<file path="config.mk">
export PLATFORM = sky130hd
export DESIGN_NAME = shift_exec_stage
export DESIGN_NICKNAME = d
export VERILOG_FILES = /design/src/rtl/shift_exec_stage.sv
export SDC_FILE = /design/constraint.sdc
export NUM_CORES = 1
export LEC_CHECK = 0
export CELL_PAD_IN_SITES_DETAIL_PLACEMENT = 1
export CELL_PAD_IN_SITES_GLOBAL_PLACEMENT = 1
export CORE_MARGIN = 2
export CORE_UTILIZATION = 38
export DETAILED_ROUTE_END_ITERATION = 7
export PLACE_DENSITY_LB_ADDON = 0.1
export SLEW_MARGIN = 15
export SYNTH_ARGS = -nofsm -noshare
export SYNTH_HDL_FRONTEND = slang
export SYNTH_SLANG_ARGS = --single-unit
</file>
<file path="constraint.sdc">
create_clock -name clock -period 3.2 [get_ports clock]
set_input_delay 0.64 -clock clock [delete_from_list [all_inputs] [get_ports clock]]
set_output_delay 0.64 -clock clock [all_outputs]
set_load 0.02 [all_outputs]
</file>
<file path="src/rtl/shift_exec_stage.sv">
// shift_exec_stage: two-stage pipelined SLL/SRL/SRA shift unit built around a
// single right barrel shifter.
//   s1 registers the conditioned operand (bit-reversed for SLL, inverted for
//   negative SRA) together with op, amount and sign.
//   s2 applies the right shift, undoes the conditioning and registers the
//   result plus a zero flag.
// Optional feature macro: SHIFT_ROTATE_EN. When it is defined, op 2'b11 is ROR.
// When it is undefined, op 2'b11 behaves exactly like SRL and no rotate logic
// is built.
//
// Handshake: a transfer happens on a rising edge where valid and ready are both
// high. in_ready depends only on pipeline state and out_ready, never on
// in_valid. While out_valid && !out_ready, every output holds stable.
module shift_exec_stage #(
   parameter int DATA_WIDTH = 32,
   parameter int AMT_WIDTH  = 5
) (
   input  logic                  clock,
   input  logic                  reset,
   input  logic                  in_valid,
   output logic                  in_ready,
   input  logic [1:0]            in_op,
   input  logic [DATA_WIDTH-1:0] in_data,
   input  logic [AMT_WIDTH-1:0]  in_amt,
   output logic                  out_valid,
   input  logic                  out_ready,
   output logic [DATA_WIDTH-1:0] out_result,
   output logic                  out_zero
);

   localparam logic [1:0] OP_SLL = 2'b00;
   localparam logic [1:0] OP_SRA = 2'b10;
`ifdef SHIFT_ROTATE_EN
   localparam logic [1:0] OP_ROR = 2'b11;
`endif

   function automatic logic [DATA_WIDTH-1:0] bit_rev(input logic [DATA_WIDTH-1:0] d);
      logic [DATA_WIDTH-1:0] r;
      for (int i = 0; i < DATA_WIDTH; i++) begin
         r[i] = d[DATA_WIDTH-1-i];
      end
      return r;
   endfunction

   // Stage registers
   logic                  s1_valid_q, s1_valid_d;
   logic [DATA_WIDTH-1:0] s1_data_q, s1_data_d;
   logic [1:0]            s1_op_q, s1_op_d;
   logic [AMT_WIDTH-1:0]  s1_amt_q, s1_amt_d;
   logic                  s1_neg_q, s1_neg_d;
   logic                  s2_valid_q, s2_valid_d;
   logic [DATA_WIDTH-1:0] s2_result_q, s2_result_d;
   logic                  s2_zero_q, s2_zero_d;

   logic                  s2_load;
   logic                  in_fire;
   logic [DATA_WIDTH-1:0] shifted;
   logic [DATA_WIDTH-1:0] stage2_result;

   // Pipeline control: s2 loads when empty or drained; s1 accepts when it is
   // empty or moving into s2
   always_comb begin
      s2_load  = !s2_valid_q || out_ready;
      in_ready = !s1_valid_q || s2_load;
      in_fire  = in_valid && in_ready;
   end

   // Stage 1: capture and condition the operand, or empty when advancing
   always_comb begin
      s1_valid_d = s1_valid_q;
      s1_data_d  = s1_data_q;
      s1_op_d    = s1_op_q;
      s1_amt_d   = s1_amt_q;
      s1_neg_d   = s1_neg_q;
      if (in_fire) begin
         s1_valid_d = 1'b1;
         s1_op_d    = in_op;
         s1_amt_d   = in_amt;
         s1_neg_d   = (in_op == OP_SRA) && in_data[DATA_WIDTH-1];
         case (in_op)
            OP_SLL:  s1_data_d = bit_rev(in_data);
            OP_SRA:  s1_data_d = in_data[DATA_WIDTH-1] ? ~in_data : in_data;
            default: s1_data_d = in_data;
         endcase
      end else if (s2_load) begin
         s1_valid_d = 1'b0;
      end
   end

   // Stage 2 datapath: one right shifter, then undo the stage 1 conditioning
   always_comb begin
      shifted = s1_data_q >> s1_amt_q;
      case (s1_op_q)
         OP_SLL:  stage2_result = bit_rev(shifted);
         OP_SRA:  stage2_result = s1_neg_q ? ~shifted : shifted;
`ifdef SHIFT_ROTATE_EN
         // At amt=0 the left term is forced to zero, so no full-width shift
         // ever feeds the result
         OP_ROR:  stage2_result = shifted |
                     ((s1_amt_q == '0) ? '0 :
                      (s1_data_q << ((AMT_WIDTH+1)'(DATA_WIDTH) - {1'b0, s1_amt_q})));
`endif
         default: stage2_result = shifted;
      endcase
   end

   // Stage 2 register update: load from s1 when allowed, otherwise hold
   always_comb begin
      s2_valid_d  = s2_valid_q;
      s2_result_d = s2_result_q;
      s2_zero_d   = s2_zero_q;
      if (s2_load) begin
         s2_valid_d = s1_valid_q;
         if (s1_valid_q) begin
            s2_result_d = stage2_result;
            s2_zero_d   = (stage2_result == '0);
         end
      end
   end

   // State registers with synchronous active-low reset dropping in-flight work
   always_ff @(posedge clock) begin
      if (!reset) begin
         s1_valid_q  <= 1'b0;
         s1_data_q   <= '0;
         s1_op_q     <= '0;
         s1_amt_q    <= '0;
         s1_neg_q    <= 1'b0;
         s2_valid_q  <= 1'b0;
         s2_result_q <= '0;
         s2_zero_q   <= 1'b0;
      end else begin
         s1_valid_q  <= s1_valid_d;
         s1_data_q   <= s1_data_d;
         s1_op_q     <= s1_op_d;
         s1_amt_q    <= s1_amt_d;
         s1_neg_q    <= s1_neg_d;
         s2_valid_q  <= s2_valid_d;
         s2_result_q <= s2_result_d;
         s2_zero_q   <= s2_zero_d;
      end
   end

   assign out_valid  = s2_valid_q;
   assign out_result = s2_result_q;
   assign out_zero   = s2_zero_q;

endmodule

</file>
Word level (Yosys, flattened, before mapping)

Cells that the tools add are included.

Register bits: 75
Word-level logic and storage cells: 30
Bits of input ports: 43
Output and inout bits: 35

Reductions and logical operators: 11
Bitwise operators: 2
Eq/ne operators: 2
Multiplexer cells: 6
Shifts and indexed selects: 1

Operators by type and width:

| cell                 | number |
|---|---|
| $pmux W32 S2         | 2 |
| $mux W32             | 2 |
| $not A32 Y32         | 2 |
| $logic_not A32 Y1    | 1 |
| $shr A32 B5 Y32      | 1 |
| $eq A2 B2 Y1 const B | 2 |
| $logic_not A2 Y1     | 2 |
| $logic_and A1 B1 Y1  | 2 |
| $logic_not A1 Y1     | 2 |
| $logic_or A1 B1 Y1   | 2 |
| $mux W1              | 2 |
| $reduce_and A2 Y1    | 1 |
| $reduce_bool A2 Y1   | 1 |

Longest topological paths before layout

Gate-level depths: netlist of run 1.

Depth in word-level cells: 5
Gate-level depth with buffers: 13
Depth with buffers taken out: 9

Least setup slack after synthesis of run 1

Ideal clock, no wire load.

Path kind: register -> register
Start point: register s1_amt_q[1]
End point: register s2_zero_q, in the netlist out_zero
Clock period less this slack: 3.165 ns
Stages on the path, launching flop included: 11
Buffers on the path: 1
Required time: 3.131 ns
Arrival time: 3.096 ns
Setup time: 0.069 ns
Path slack: 0.035 ns
Cells stage by stage: dfxtp_1 -> buf_6 -> mux4_2 -> mux2_2 -> mux4_2 -> o21ai_2 -> o221ai_2 -> nand3b_1 -> or4_1 -> or4_1 -> o21ai_1

Cells in the longest elaborated chain, start to end: 5

Ends and longest elaborated chain:

| item                     | line | RTL |
|---|---|---|
| start: declaration       | 49   | `logic [AMT_WIDTH-1:0] s1_amt_q, s1_amt_d;` |
| start signal: assignment | 136  | `s1_amt_q <= s1_amt_d;` |
| $shr A32 B5 Y32 *        | 92   | `shifted = s1_data_q >> s1_amt_q;` |
| $not A32 Y32             | 95   | `OP_SRA: stage2_result = s1_neg_q ? ~shifted : shifted;` |
| $mux W32                 | 95   |  |
| $pmux W32 S2 *           | 93   | `case (s1_op_q)` |
| $logic_not A32 Y1 *      | 116  | `s2_zero_d = (stage2_result == '0);` |
| end signal: assignment   | 140  | `s2_zero_q <= s2_zero_d;` |
| end: declaration         | 53   | `logic s2_zero_q, s2_zero_d;` |

Mark *: on every way between the ends. The rest lies on a longest branch, timed or not.
A chain may end at the register's enable or synchronous reset.

Worst setup path after layout of run 1

Start point: register s1_amt_q[0]
End point: register s2_zero_q, in the netlist out_zero

Same word-level chain as after synthesis.

==> impl_metrics.toml, run 1 <==
[floorplan]
core_area_um2 = 15100
pin_count = 78
die_w_um = 128
initial_utilization_pct = 38.7
rows = 45
die-area_um2 = 16400
fp.dieH_um = 128

[pwr]
swShare_pct = 36.3
p_int_uw = 2190
clock_power_share_pct = 30.3
pwr-share-seq_pct = 31.2
power_frac_comb_pct = 38.5
power_switching_uw = 1250
leakagePower_uw = 0.00306
power_density_nw_per_um2 = 426
ir_drop_mv = 0.285

[global_routing]
met2_usage_pct = 47.1
grt_pass1_wl_um = 38500
grt_pass1_vias = 6899
busiest_layer = "met2"
grt_overflow = 0
grt_usage_pct = 30.3
antenna_found_initial = 0
grt_max_degree = 60
grtUsageMet1_pct = 43.5
grt_use_met3_pct = 5.51

[logic_synthesis]
syn_avg_cell_area_um2 = 7.76
synth_seq_cells = 75
async_flop_share_pct = 0
synth-edff-count = 0
syn_inst = 755
synth_fp_nets = 798
synthDistinctLibCells = 54
syn-cell-area_um2 = 5860
yosysWarnings = 0
ys_seq_area_share_pct = 25.6
synth_ff_type = "dfxtp_1"

[hold_path]
hp-class = "reg2reg"
hold_end = "out_result[7]"
hold_depth = 2
worstHoldStart = "out_result[7]"

[drt]
num_vias = 6919
drt_iter0_drc = 576
firstDrtPassIters = 5
drc = 0
wl_per_cell_um = 22.4
finalWirelength_um = 24700
ant_nets = 0
vias_per_cell = 6.27

[place]
dpl_cell_area_um2 = 7620
finalWeightedCongestion = 0.936
io_buffers = 77
dp.cells = 1079
pre_cts_ws_ns = -0.358
dp_hpwl_um = 18900

[final_layout]
final_cell_area_um2 = 8080
nets = 953
final_cell_count_no_fill = 1103
syn_to_final_growth_pct = 38.0
diodes = 0
nFillCells = 1811
final_layout_size_suffix_gt1_share_pct = 23.9

[sta]
grt_setup_unrepaired = "true"
period_minus_slack_ns = 3.35
final_max_slew_viol_count = 0
slew_headroom_pct = 57.5
fin_crit_sh_pct = 105
hold-worst-slack_ns = 0.464
setup_ws_ns = -0.152
worst_slew_pin_slew_ns = 0.636
clock.fmax_mhz = 298
finalSetupViolCount = 1
finClkSkew_ns = 0.0105
hold_violations = 0

[critical_path]
cp-startpoint = "s1_amt_q[0]"
path_class = "reg2reg"
cp-end-kind = "flip-flop"
r2r_cells = 10
worstPathArrival_ns = 3.64
r2r_start = "s1_amt_q[0]"
required_ns = 3.49
rrSetupSlack_ns = -0.15
critical_path.startpoint_type = "flip-flop"
r2r-end = "out_zero"
crit_fanout = 6

[clock_tree]
cts_tree = "yes"
clock-sinks = 75
clockBufferDepth = 2
h-tree-depth = 3
cts-root-buf = "clkbuf_16"
clkTransAtPathRegs_ns = 0.07
insertion_delay_ns = 0.36
cts_buffers = 9

[outcome]
failed_checks = "setup timing"
status = "finished, violations left"

[job]
maxCapViolCount = 0
[stage by stage]
stage                     TNS, ns  power, uW  util (%)
after CTS                  -0.101       3420      53.1
after global routing       -0.235       3580      53.3
after detailed placement   -0.358       2340      50.3
final                      -0.152       3440      53.3
after global placement     -0.334       2310      50.3
after floorplan                 0       1730         -
[power by group through the flow]
stage                     clock network (uW)  registers [uW]  logic (uW)
final                                   1040            1070        1320
after detailed placement                   0            1090        1240
after CTS                               1060            1070        1290
after global routing                    1080            1080        1420
after floorplan                            0            1100         629
after global placement                     0            1090        1220
[synthesized netlist by cell type (all sizes together) (2+ instances only)]
cell | count | area, um2
or4 | 3 | 22.5
nand2 | 124 | 465
and2 | 6 | 37.5
mux4 | 29 | 653
nand4 | 4 | 25.0
a21o | 3 | 22.5
inv | 7 | 26.3
a31oi | 3 | 18.8
and3 | 4 | 25.0
nor4 | 4 | 25.0
o2111ai | 3 | 26.3
a221oi | 4 | 35.0
dfxtp | 75 | 1500
o211a | 2 | 20.0
or3 | 3 | 18.8
nand2b | 5 | 31.3
a311oi | 2 | 17.5
o22ai | 8 | 50.1
clkinv | 2 | 7.51
nor2b | 6 | 37.5
nand3b | 2 | 15.0
o22a | 6 | 52.6
a22oi | 7 | 52.6
a211oi | 17 | 128
o21ai | 82 | 414
buf | 18 | 92.6
mux2i | 37 | 370
a21oi | 70 | 350
o211ai | 7 | 52.6
nor2 | 52 | 195
a221o | 2 | 20.0
o21a | 2 | 15.0
nor4b | 3 | 26.3
o221ai | 41 | 365
or2 | 4 | 25.0
mux2 | 12 | 135
a22o | 10 | 87.6
nor3 | 12 | 60.1
nand3 | 10 | 50.1
clkbuf | 56 | 210
[logic make-up (layout without fill, tap and decap cells)]
kind of cell    count (synthesis)  in the layout  share of synthesized area, %
simple gates                  244            244                          18.4
compound gates                275            275                          30.4
mux                            78             78                          19.8
flops                          75             75                          25.6
buf+inv                        83            243                          5.75
[timing repair]
action	in CTS	in global routing
hold buffers	0	0
buffers inserted	8	0
endpoints found under the setup margin	1	1
gates resized for setup	13	11
pin swaps	6	3
[worst max path at each step]
stage                     slack, ns  endpoint
after floorplan                0.03  out_zero
after detailed placement      -0.36  out_zero
final                         -0.15  out_zero
after CTS                     -0.10  out_zero
after global routing          -0.24  out_zero
after global placement        -0.33  out_zero
[critical path: stages (launching register included)]
cell	delay, ns
dfxtp_1	0.51
buf_4	0.19
mux2_2	0.37
a22o_1	0.23
mux4_2	0.54
o21ai_2	0.09
o221ai_2	0.10
nand3b_1	0.18
or4_1	0.40
or4_4	0.54
o21ai_1	0.12
[layer usage]
metal / vias up / share of wire (%) / routed length [um]
li1: 3171 / - / -
met1: 3454 / 47 / 11600
met2: 250 / 45 / 11000
met3: 44 / 6.4 / 1580
met4: 0 / 1.8 / 440
met5: - / 0 / 0
[placed cells by master, fill, tap and decap left out, drive strengths merged, types with 3 or more instances in the layout]
| cell | netlist | routed |
|---|---|---|
| inv | 7 | 12 |
| mux2 | 12 | 12 |
| and2 | 6 | 6 |
| a22o | 10 | 10 |
| clkdlybuf4s50 | 0 | 77 |
| or4 | 3 | 3 |
| o2111ai | 3 | 3 |
| buf | 18 | 141 |
| o22a | 6 | 6 |
| nand3 | 10 | 10 |
| a211oi | 17 | 17 |
| nor4b | 3 | 3 |
| nor4 | 4 | 4 |
| or3 | 3 | 3 |
| mux4 | 29 | 29 |
| o211ai | 7 | 7 |
| nor2 | 52 | 52 |
| o22ai | 8 | 8 |
| mux2i | 37 | 37 |
| and3 | 4 | 4 |
| or2 | 4 | 4 |
| clkbuf | 56 | 9 |
| o21ai | 82 | 82 |
| a21o | 3 | 3 |
| o221ai | 41 | 41 |
| a221oi | 4 | 4 |
| a22oi | 7 | 7 |
| a31oi | 3 | 3 |
| dfxtp | 75 | 75 |
| nor3 | 12 | 12 |
| nand2 | 124 | 124 |
| clkinv | 2 | 3 |
| nor2b | 6 | 6 |
| a21oi | 70 | 70 |
| nand2b | 5 | 5 |
| nand4 | 4 | 4 |
[state kept, by name, summed over array words and instances (netlist names)]
| name | count |
|---|---|
| out_result | 32 |
| s1_data_q | 32 |
| s1_amt_q | 5 |
| out_valid | 1 |
| s1_op_q | 2 |
| s1_valid_q | 1 |
| out_zero | 1 |
| s1_neg_q | 1 |
[layout make-up]
type,count,area (um2),share of cell area [%]
multi-input combinational,597,4090,50.6
timing repair buffer,218,1910,23.7
sequential,75,1510,18.6
tap,188,235,2.91
clock buffer,9,225,2.79
clock inverter,7,75.1,0.929
inverter,9,33.8,0.418
Power figures use the tool's default switching activity.
==> run 2, diff against run 1 <==
HOLD_SLACK_MARGIN = 0.1   (was unset)
==> results of run 2 <==
No change in the layout: final DEF, timing and power equal those of run 1.
